$ cat src/rtl/keccak_pkg.sv
// Shared constants and types for the Keccak/SHAKE front end.
// Domain-separation bytes, pad terminator, rate sizes and padder states.
package keccak_pkg;

    localparam logic [7:0] SHAKE_DS = 8'h1F;
    localparam logic [7:0] SHA3_DS  = 8'h06;
    localparam logic [7:0] PAD_END  = 8'h80;

    localparam int RATE_128 = 168;
    localparam int RATE_256 = 136;

    function automatic int rate_words(input int rate_b, input int wbytes);
        return rate_b / wbytes;
    endfunction

    // Word counts for the default 32-bit word width
    localparam int RW_128 = rate_words(RATE_128, 4);
    localparam int RW_256 = rate_words(RATE_256, 4);

    typedef enum logic [1:0] {
        S_MSG  = 2'd0,
        S_PAD  = 2'd1,
        S_FILL = 2'd2
    } pad_state_e;

endpackage

$ cat src/rtl/shake_pad_word.sv
// Combinational builder of one padded output word.
// Keeps nbytes message bytes, drops the domain byte after them, ORs 0x80 on top.
module shake_pad_word
    import keccak_pkg::*;
#(
    parameter  int WIN    = 32,
    localparam int WBYTES = WIN / 8,
    localparam int NB_W   = $clog2(WBYTES + 1)
) (
    input  logic [WIN-1:0]  word_i,
    input  logic [NB_W-1:0] nbytes_i,
    input  logic            ds_en_i,
    input  logic            end_en_i,
    input  logic [7:0]      ds_i,
    output logic [WIN-1:0]  data_o
);

    // Per-byte select: message byte, domain byte or zero, then pad end
    always_comb begin
        data_o = '0;
        for (int i = 0; i < WBYTES; i++) begin
            if (!ds_en_i || (NB_W'(i) < nbytes_i)) begin
                data_o[8*i +: 8] = word_i[8*i +: 8];
            end else if (NB_W'(i) == nbytes_i) begin
                data_o[8*i +: 8] = ds_i;
            end
        end
        if (end_en_i) begin
            data_o[WIN-1 -: 8] = data_o[WIN-1 -: 8] | PAD_END;
        end
    end

endmodule

$ cat src/rtl/shake_msg_padder.sv
// SHAKE message padder: aligns a message stream to rate blocks with pad10*1.
// Optional SHAKE_PADDER_SHA3_EN adds sha3_sel to select the SHA3 domain byte.
module shake_msg_padder
    import keccak_pkg::*;
#(
    parameter  int WIN    = 32,
    parameter  int CNT_W  = 6,
    localparam int WBYTES = WIN / 8,
    localparam int NB_W   = $clog2(WBYTES + 1)
) (
    input  logic            clk,
    input  logic            rst_n,
    input  logic            mux256,
`ifdef SHAKE_PADDER_SHA3_EN
    input  logic            sha3_sel,
`endif
    input  logic [WIN-1:0]  in_data,
    input  logic [NB_W-1:0] in_bytes,
    input  logic            in_last,
    input  logic            in_valid,
    output logic            in_ready,
    output logic [WIN-1:0]  out_data,
    output logic            out_valid,
    input  logic            out_ready,
    output logic            out_bof,
    output logic            out_eob,
    output logic            out_last
);

    localparam logic [CNT_W-1:0] LAST_128 =
        CNT_W'(rate_words(RATE_128, WBYTES) - 1);
    localparam logic [CNT_W-1:0] LAST_256 =
        CNT_W'(rate_words(RATE_256, WBYTES) - 1);

    pad_state_e       state_q, state_d;
    logic [CNT_W-1:0] cnt_q, cnt_d;
    logic             first_q, first_d;
    logic             m256_q, m256_d;
    logic [WIN-1:0]   data_q, data_d;
    logic             valid_q, valid_d;
    logic             bof_q, bof_d;
    logic             eob_q, eob_d;
    logic             last_q, last_d;

    logic             m_sel;
    logic             at_end;
    logic             can_ld;
    logic             ld;
    logic             full_w;
    logic [WIN-1:0]   word_sel;
    logic [NB_W-1:0]  nb_sel;
    logic             ds_en;
    logic             end_en;
    logic [7:0]       ds_byte;
    logic [WIN-1:0]   pad_data;

`ifdef SHAKE_PADDER_SHA3_EN
    logic             sha3_q, sha3_d;
    logic             sha3_cur;

    assign sha3_cur = first_q ? sha3_sel : sha3_q;
    assign ds_byte  = sha3_cur ? SHA3_DS : SHAKE_DS;
    assign sha3_d   = (ld && first_q) ? sha3_sel : sha3_q;

    // Hash-mode latch, captured with the first word of a message
    always_ff @(posedge clk or negedge rst_n) begin
        if (!rst_n) begin
            sha3_q <= 1'b0;
        end else begin
            sha3_q <= sha3_d;
        end
    end
`else
    assign ds_byte = SHAKE_DS;
`endif

    // Rate mode comes live from the port only on a message's first word
    assign m_sel    = first_q ? mux256 : m256_q;
    assign at_end   = (cnt_q == (m_sel ? LAST_256 : LAST_128));
    assign can_ld   = ~valid_q | out_ready;
    assign in_ready = (state_q == S_MSG) & can_ld;
    assign full_w   = (in_bytes == NB_W'(WBYTES));
    assign ld       = can_ld & ((state_q != S_MSG) | in_valid);

    // Word-builder controls for the word about to be loaded
    always_comb begin
        word_sel = '0;
        nb_sel   = '0;
        ds_en    = 1'b0;
        end_en   = 1'b0;
        unique case (state_q)
            S_MSG: begin
                word_sel = in_data;
                nb_sel   = in_bytes;
                ds_en    = in_last & ~full_w;
                end_en   = in_last & ~full_w & at_end;
            end
            S_PAD: begin
                ds_en  = 1'b1;
                end_en = at_end;
            end
            S_FILL: begin
                end_en = at_end;
            end
            default: ;
        endcase
    end

    shake_pad_word #(
        .WIN (WIN)
    ) u_pad_word (
        .word_i   (word_sel),
        .nbytes_i (nb_sel),
        .ds_en_i  (ds_en),
        .end_en_i (end_en),
        .ds_i     (ds_byte),
        .data_o   (pad_data)
    );

    // Next state, counter, flags and output register load
    always_comb begin
        state_d = state_q;
        cnt_d   = cnt_q;
        first_d = first_q;
        m256_d  = m256_q;
        data_d  = data_q;
        valid_d = valid_q & ~out_ready;
        bof_d   = bof_q;
        eob_d   = eob_q;
        last_d  = last_q;
        if (ld) begin
            valid_d = 1'b1;
            data_d  = pad_data;
            bof_d   = first_q;
            eob_d   = at_end;
            last_d  = 1'b0;
            first_d = 1'b0;
            cnt_d   = at_end ? '0 : cnt_q + 1'b1;
            if (first_q) begin
                m256_d = mux256;
            end
            unique case (state_q)
                S_MSG: begin
                    if (in_last) begin
                        if (full_w) begin
                            state_d = S_PAD;
                        end else if (at_end) begin
                            last_d  = 1'b1;
                            first_d = 1'b1;
                        end else begin
                            state_d = S_FILL;
                        end
                    end
                end
                S_PAD, S_FILL: begin
                    if (at_end) begin
                        last_d  = 1'b1;
                        first_d = 1'b1;
                        state_d = S_MSG;
                    end else begin
                        state_d = S_FILL;
                    end
                end
                default: state_d = S_MSG;
            endcase
        end
    end

    // Control and output registers
    always_ff @(posedge clk or negedge rst_n) begin
        if (!rst_n) begin
            state_q <= S_MSG;
            cnt_q   <= '0;
            first_q <= 1'b1;
            m256_q  <= 1'b0;
            data_q  <= '0;
            valid_q <= 1'b0;
            bof_q   <= 1'b0;
            eob_q   <= 1'b0;
            last_q  <= 1'b0;
        end else begin
            state_q <= state_d;
            cnt_q   <= cnt_d;
            first_q <= first_d;
            m256_q  <= m256_d;
            data_q  <= data_d;
            valid_q <= valid_d;
            bof_q   <= bof_d;
            eob_q   <= eob_d;
            last_q  <= last_d;
        end
    end

    assign out_data  = data_q;
    assign out_valid = valid_q;
    assign out_bof   = bof_q;
    assign out_eob   = eob_q;
    assign out_last  = last_q;

endmodule
$ cat config.mk
export PLATFORM = sky130hd
export DESIGN_NAME = shake_msg_padder
export DESIGN_NICKNAME = d
export VERILOG_FILES = /design/src/rtl/keccak_pkg.sv /design/src/rtl/shake_pad_word.sv /design/src/rtl/shake_msg_padder.sv
export SDC_FILE = /design/constraint.sdc
export NUM_CORES = 1
export LEC_CHECK = 0
export BUFFER_PORTS_ARGS = -buffer_cell sky130_fd_sc_hd__buf_2
export CAP_MARGIN = 40
export CORE_ASPECT_RATIO = 1.2
export CORE_MARGIN = 4
export CORE_UTILIZATION = 39
export DETAILED_ROUTE_END_ITERATION = 12
export PLACE_DENSITY = 0.76
export SLEW_MARGIN = 20
export SYNTH_ARGS = -nofsm -noshare
export SYNTH_HDL_FRONTEND = slang
export SYNTH_SLANG_ARGS = --single-unit
$ cat constraint.sdc
create_clock -name clk -period 2.16 [get_ports clk]
set_input_delay 0.54 -clock clk [delete_from_list [all_inputs] [get_ports clk]]
set_output_delay 0.54 -clock clk [all_outputs]
set_load 0.02 [all_outputs]
; Yosys cells after proc, flatten, opt, wreduce, memory -nomap -nowiden
; Cells that the tools add are included.
[classes]
n_addsub = 1
order_cmp = 4
eq_ne = 9
mux = 26
bitwise = 10
reduce_logical = 10
[op_table]
columns = operator, count
row1 = 2-to-1 mux 8 bit, 5
row2 = 2-to-1 mux 32 bit, 1
row3 = 2-to-1 mux 5 bit, 4
row4 = 2-to-1 mux 2 bit, 4
row5 = adder 6 x 1 -> 6 bit (second input constant), 1
row6 = == test 2 x 3 -> 1 bit (first input constant), 2
row7 = == test 6 bit, 1
row8 = < comparator 1 x 3 -> 1 bit (first input constant), 2
row9 = < comparator 2 x 3 -> 1 bit (first input constant), 2
row10 = 2-to-1 mux 6 bit, 1
row11 = one-hot mux 1 bit (2 select lines), 3
row12 = bitwise AND 1 bit, 5
row13 = 2-to-1 mux 1 bit, 5
row14 = logical OR 1 bit, 4
row15 = 2-to-1 mux 4 bit, 1
row16 = one-hot mux 2 bit (2 select lines), 1
row17 = == test 1 x 3 -> 1 bit (first input constant), 1
row18 = == test 3 bit (second input constant), 1
row19 = logical NOT 3 bit, 1
row20 = 2-to-1 mux 3 bit, 1
row21 = != test 3 bit (second input constant), 1
row22 = inverter 1 bit, 3
row23 = AND reduction 3 bit, 1
row24 = == test 2 x 1 -> 1 bit (second input constant), 1
row25 = 7 further kinds, 8
[totals]
register_bits = 46
input_bits = 41
output_inout_bits = 37
elab_cells = 69

; Logic depth before layout (Yosys ltp)
[logic_depth]
word_depth = 8
ltp_mapped = 8
depth_no_buf = 6

; By module
; From an unflattened synthesis, not the netlist that was laid out.
[hier_totals]
cells_unflattened = 327
area_unflattened_um2 = 2770.2
[modules_own_cells]
columns = module, n_inst, cells_per_inst, area_per_inst_um2, seq_area_each_um2
row1 = shake_msg_padder, 1, 258, 2233.4, 1152.4
row2 = shake_pad_word, 1, 69, 536.8, 0.0

; Least setup slack after synthesis
; OpenSTA, ideal clock, no wires.
[synth_timing]
path_kind = register to output
startpoint = register state_q[0]
endpoint = output in_ready
arrival_ns = 1.129
required_ns = 1.620
slack_ns = 0.491
stages_incl_launch_ff = 5
path_buffers = 1
path_cell_list = dfrtp_1 -> inv_1 -> ha_1 -> buf_6 -> and2_1
[synth_between]
elab_chain_len = 2
[synth_lines]
columns = element, line
row1 = "start, declared", shake_msg_padder.sv:35  ; pad_state_e state_q, state_d;
row2 = "start signal, assigned", shake_msg_padder.sv:182  ; state_q <= state_d;
row3 = logical NOT 2 bit, shake_msg_padder.sv:81  ; assign in_ready = (state_q == S_MSG) & can_ld;
row4 = bitwise AND 1 bit, shake_msg_padder.sv:81
row5 = "end, declared", shake_msg_padder.sv:21  ; output logic in_ready,
; No other way between the ends.

; Worst setup path after layout
[layout_timing]
startpoint = register state_q[1]
endpoint = output in_ready
; The elaborated chain is that of the path after synthesis.

==> results_dict.tcl <==
set metrics [dict create \
    clockBufferDepth 2 \
    ctsResizeCount 1 \
    layout-drive-gt1-share 0.381 \
    synth_top_area_share 0.519 \
    hold_viol_final 0 \
    multi_input_area_um2 941 \
    dp_hpwl_um 3890 \
    fin_tns_setup_ns 0 \
    port_buffers 77 \
    grt_overflow 0 \
    drtIter0Drc 85 \
    ys_ff_latch 46 \
    p_per_area_mw_per_mm2 1340 \
    grt_setup_unrepaired "false" \
    fillers 479 \
    path_class "reg2out" \
    clock_latency_ns 0.29 \
    cts.hold.buffers_added 0 \
    postCtsSetupRepairBufs 0 \
    cap_violations 0 \
    critPathMaxFanout 13 \
    top_layer "met4" \
    met3_wirelength_um 225 \
    antenna_left 0 \
    p_int_mw 2.15 \
    grt_pass1_wl_um 8170 \
    final_common_cell "buf_2" \
    rows 29 \
    pwr-share-clk 0.142 \
    slew_headroom 0.737 \
    slew_viol_final 0 \
    clock-skew-final_ns 0.00301 \
    core-area_mm2 0.00533 \
    finalCriticalPeriod_ns 2.05 \
    reg2reg_depth 7 \
    cts_root_buf "clkbuf_8" \
    avgSynthCellArea_um2 10.5 \
    period_share 0.948 \
    reg2reg_from "state_q[1]" \
    cp_data_arrival_time_ns 1.51 \
    clock_sinks 46 \
    p_leak_nw 1.41 \
    wl_met2_um 2570 \
    drc 0 \
    synth_cell_types 46 \
    syn-cell-area_mm2 0.00217 \
    synth_seq_area_share 0.531 \
    initial_core_util 0.407 \
    die_w_um 76.1 \
    vias 1790 \
    antenna_found_initial 0 \
    dp.cells 345 \
    syn-instance-count 207 \
    status "completed" \
    fmax_ghz 0.488 \
    die_h_um 89.7 \
    io_pins 78 \
    critPathCaptureType "primary output" \
    first_pass_iters 4 \
    final_area_mm2 0.00276 \
    grt_pass1_vias 1745 \
    r2r_end "out_data[16]" \
    dieArea_mm2 0.00682 \
    sw_frac_of_total 0.420 \
    wl_met1_um 2070 \
    final-seq-area_mm2 0.00115 \
    grtUsageTotal 0.149 \
    yosysWarnings 0 \
    place_area_mm2 0.00267 \
    area_growth_pct 27.5 \
    tightest_slew_ns 0.392 \
    cts_buffers 5 \
    nets 336 \
    vias_per_cell 5.07 \
    crit_path_start_kind "flip-flop" \
    p_seq_frac 0.382 \
    htree_levels 2 \
    setup_viol 0 \
    r2r_slack_ns 0.42 \
    place_congestion 0.776 \
    grt_max_degree 47 \
    layout_common_cells "77 x buf_2, 45 x dfrtp_1, 32 x nand2_1, 24 x o21ai_1, 17 x a21oi_1" \
    cp.required_ns 1.62 \
    synth_largest_area_cell "dfrtp_1" \
    final_cells 353 \
    comb_power_share 0.476 \
    final_util 0.518 \
    hold_class "in2async" \
    vdd_ir_drop_max_mv 0.454 \
    tritoncts "done" \
    wl_per_cell_um 14.0 \
    clkTransAtPathRegs_ns 0.08 \
    num_antenna_cells 0 \
    syn_nets 253 \
    p_sw_mw 1.55 \
    drt_wl_total_um 4950 \
    synth_area_leaders "dfrtp_1 52%, o21ai_1 5.5%, nand2_1 5.5%, a22o_1 4.8%, a21oi_1 3.9%" \
]
[cells in the mapped netlist (all sizes together)]
master	n
ha	5
or2	3
nor4	1
xnor2	2
nor2	4
mux2i	1
or3b	1
o21ai	24
buf	7
a221o	1
or3	2
o311ai	2
nor3	5
nand2b	3
dfrtp	45
a21o	3
and2	3
o31ai	1
nand2	33
inv	5
dfstp	1
clkbuf	2
o21a	1
o211ai	1
mux2	1
nand4	1
a31oi	6
nand3b	1
nor3b	1
a21oi	19
and3	1
a22o	12
or2b	1
o21bai	1
nor2b	2
nand3	5
[metrics by stage]
| stage | hold slack (ns) | setup WS, ns | power [mW] |
|---|---|---|---|
| 2_1_floorplan | 0.244 | 0.491 | 2.64 |
| 3_3_place_gp | 0.456 | 0.344 | 3.16 |
| 3_5_place_dp | 0.464 | 0.290 | 3.20 |
| 4_1_cts | 0.215 | 0.119 | 3.75 |
| 5_1_grt | 0.222 | 0.00828 | 4.01 |
| 6_report | 0.203 | 0.113 | 3.70 |
[cells by family (layout without fill, tap and decap cells)]
| logic type | after synthesis | count (layout) | share of synthesized area |
|---|---|---|---|
| AO/OA/AOI/OAI | 71 | 71 | 0.213 |
| AND/OR/NAND/NOR | 67 | 67 | 0.164 |
| flip-flops | 46 | 46 | 0.531 |
| buffers and inverters | 14 | 98 | 0.0358 |
| adder cells (fa/ha/maj) | 5 | 5 | 0.0289 |
| XOR/XNOR | 2 | 2 | 0.0115 |
| multiplexers | 2 | 2 | 0.0156 |
[worst max path at each step]
stage,from,endpoint,cells past startpoint
after floorplan,state_q[0],in_ready,4
after global placement,state_q[0],in_ready,4
after detailed placement,state_q[1],out_data[16],7
after CTS,state_q[1],in_ready,4
after global routing,state_q[0],in_ready,4
final,state_q[1],in_ready,4
[final cells by class]
class                           instances  share of cell area
Clock buffer                            7              0.0312
Clock inverter                          1             0.00181
Inverter                                5             0.00679
Multi-Input combinational cell        147               0.340
Sequential cell                        46               0.417
Tap cell                               62              0.0281
Timing Repair Buffer                   85               0.175
[critical path: stages, from the launching register on]
cell	delay, ns
dfrtp_1	0.40
inv_1	0.09
ha_2	0.33
and2_1	0.22
buf_2	0.18
[power groups by stage]
stage               sequential [mW]  clock (mW)  combinational [mW]
floorplan                      1.73           0               0.911
global placement               1.42           0                1.75
detailed placement             1.43           0                1.77
CTS                            1.42       0.551                1.78
global route                   1.47       0.594                1.95
finish                         1.41       0.527                1.76
[flip-flops by register name (all words and copies together), names as in the netlist]
signal and flops:
out_bof 1, out_eob 1, out_valid 1, state_q 2
out_last 1, m256_q 1, out_data 32, cnt_q 6
first_q 1
[metal layers]
layer  vias to the layer above  GRT usage
met1                       833      0.185
li1                        906          -
met3                         9     0.0359
met5                         -          0
met4                         0     0.0572
met2                        42      0.253
No activity file was read; power rests on OpenSTA's default activity.
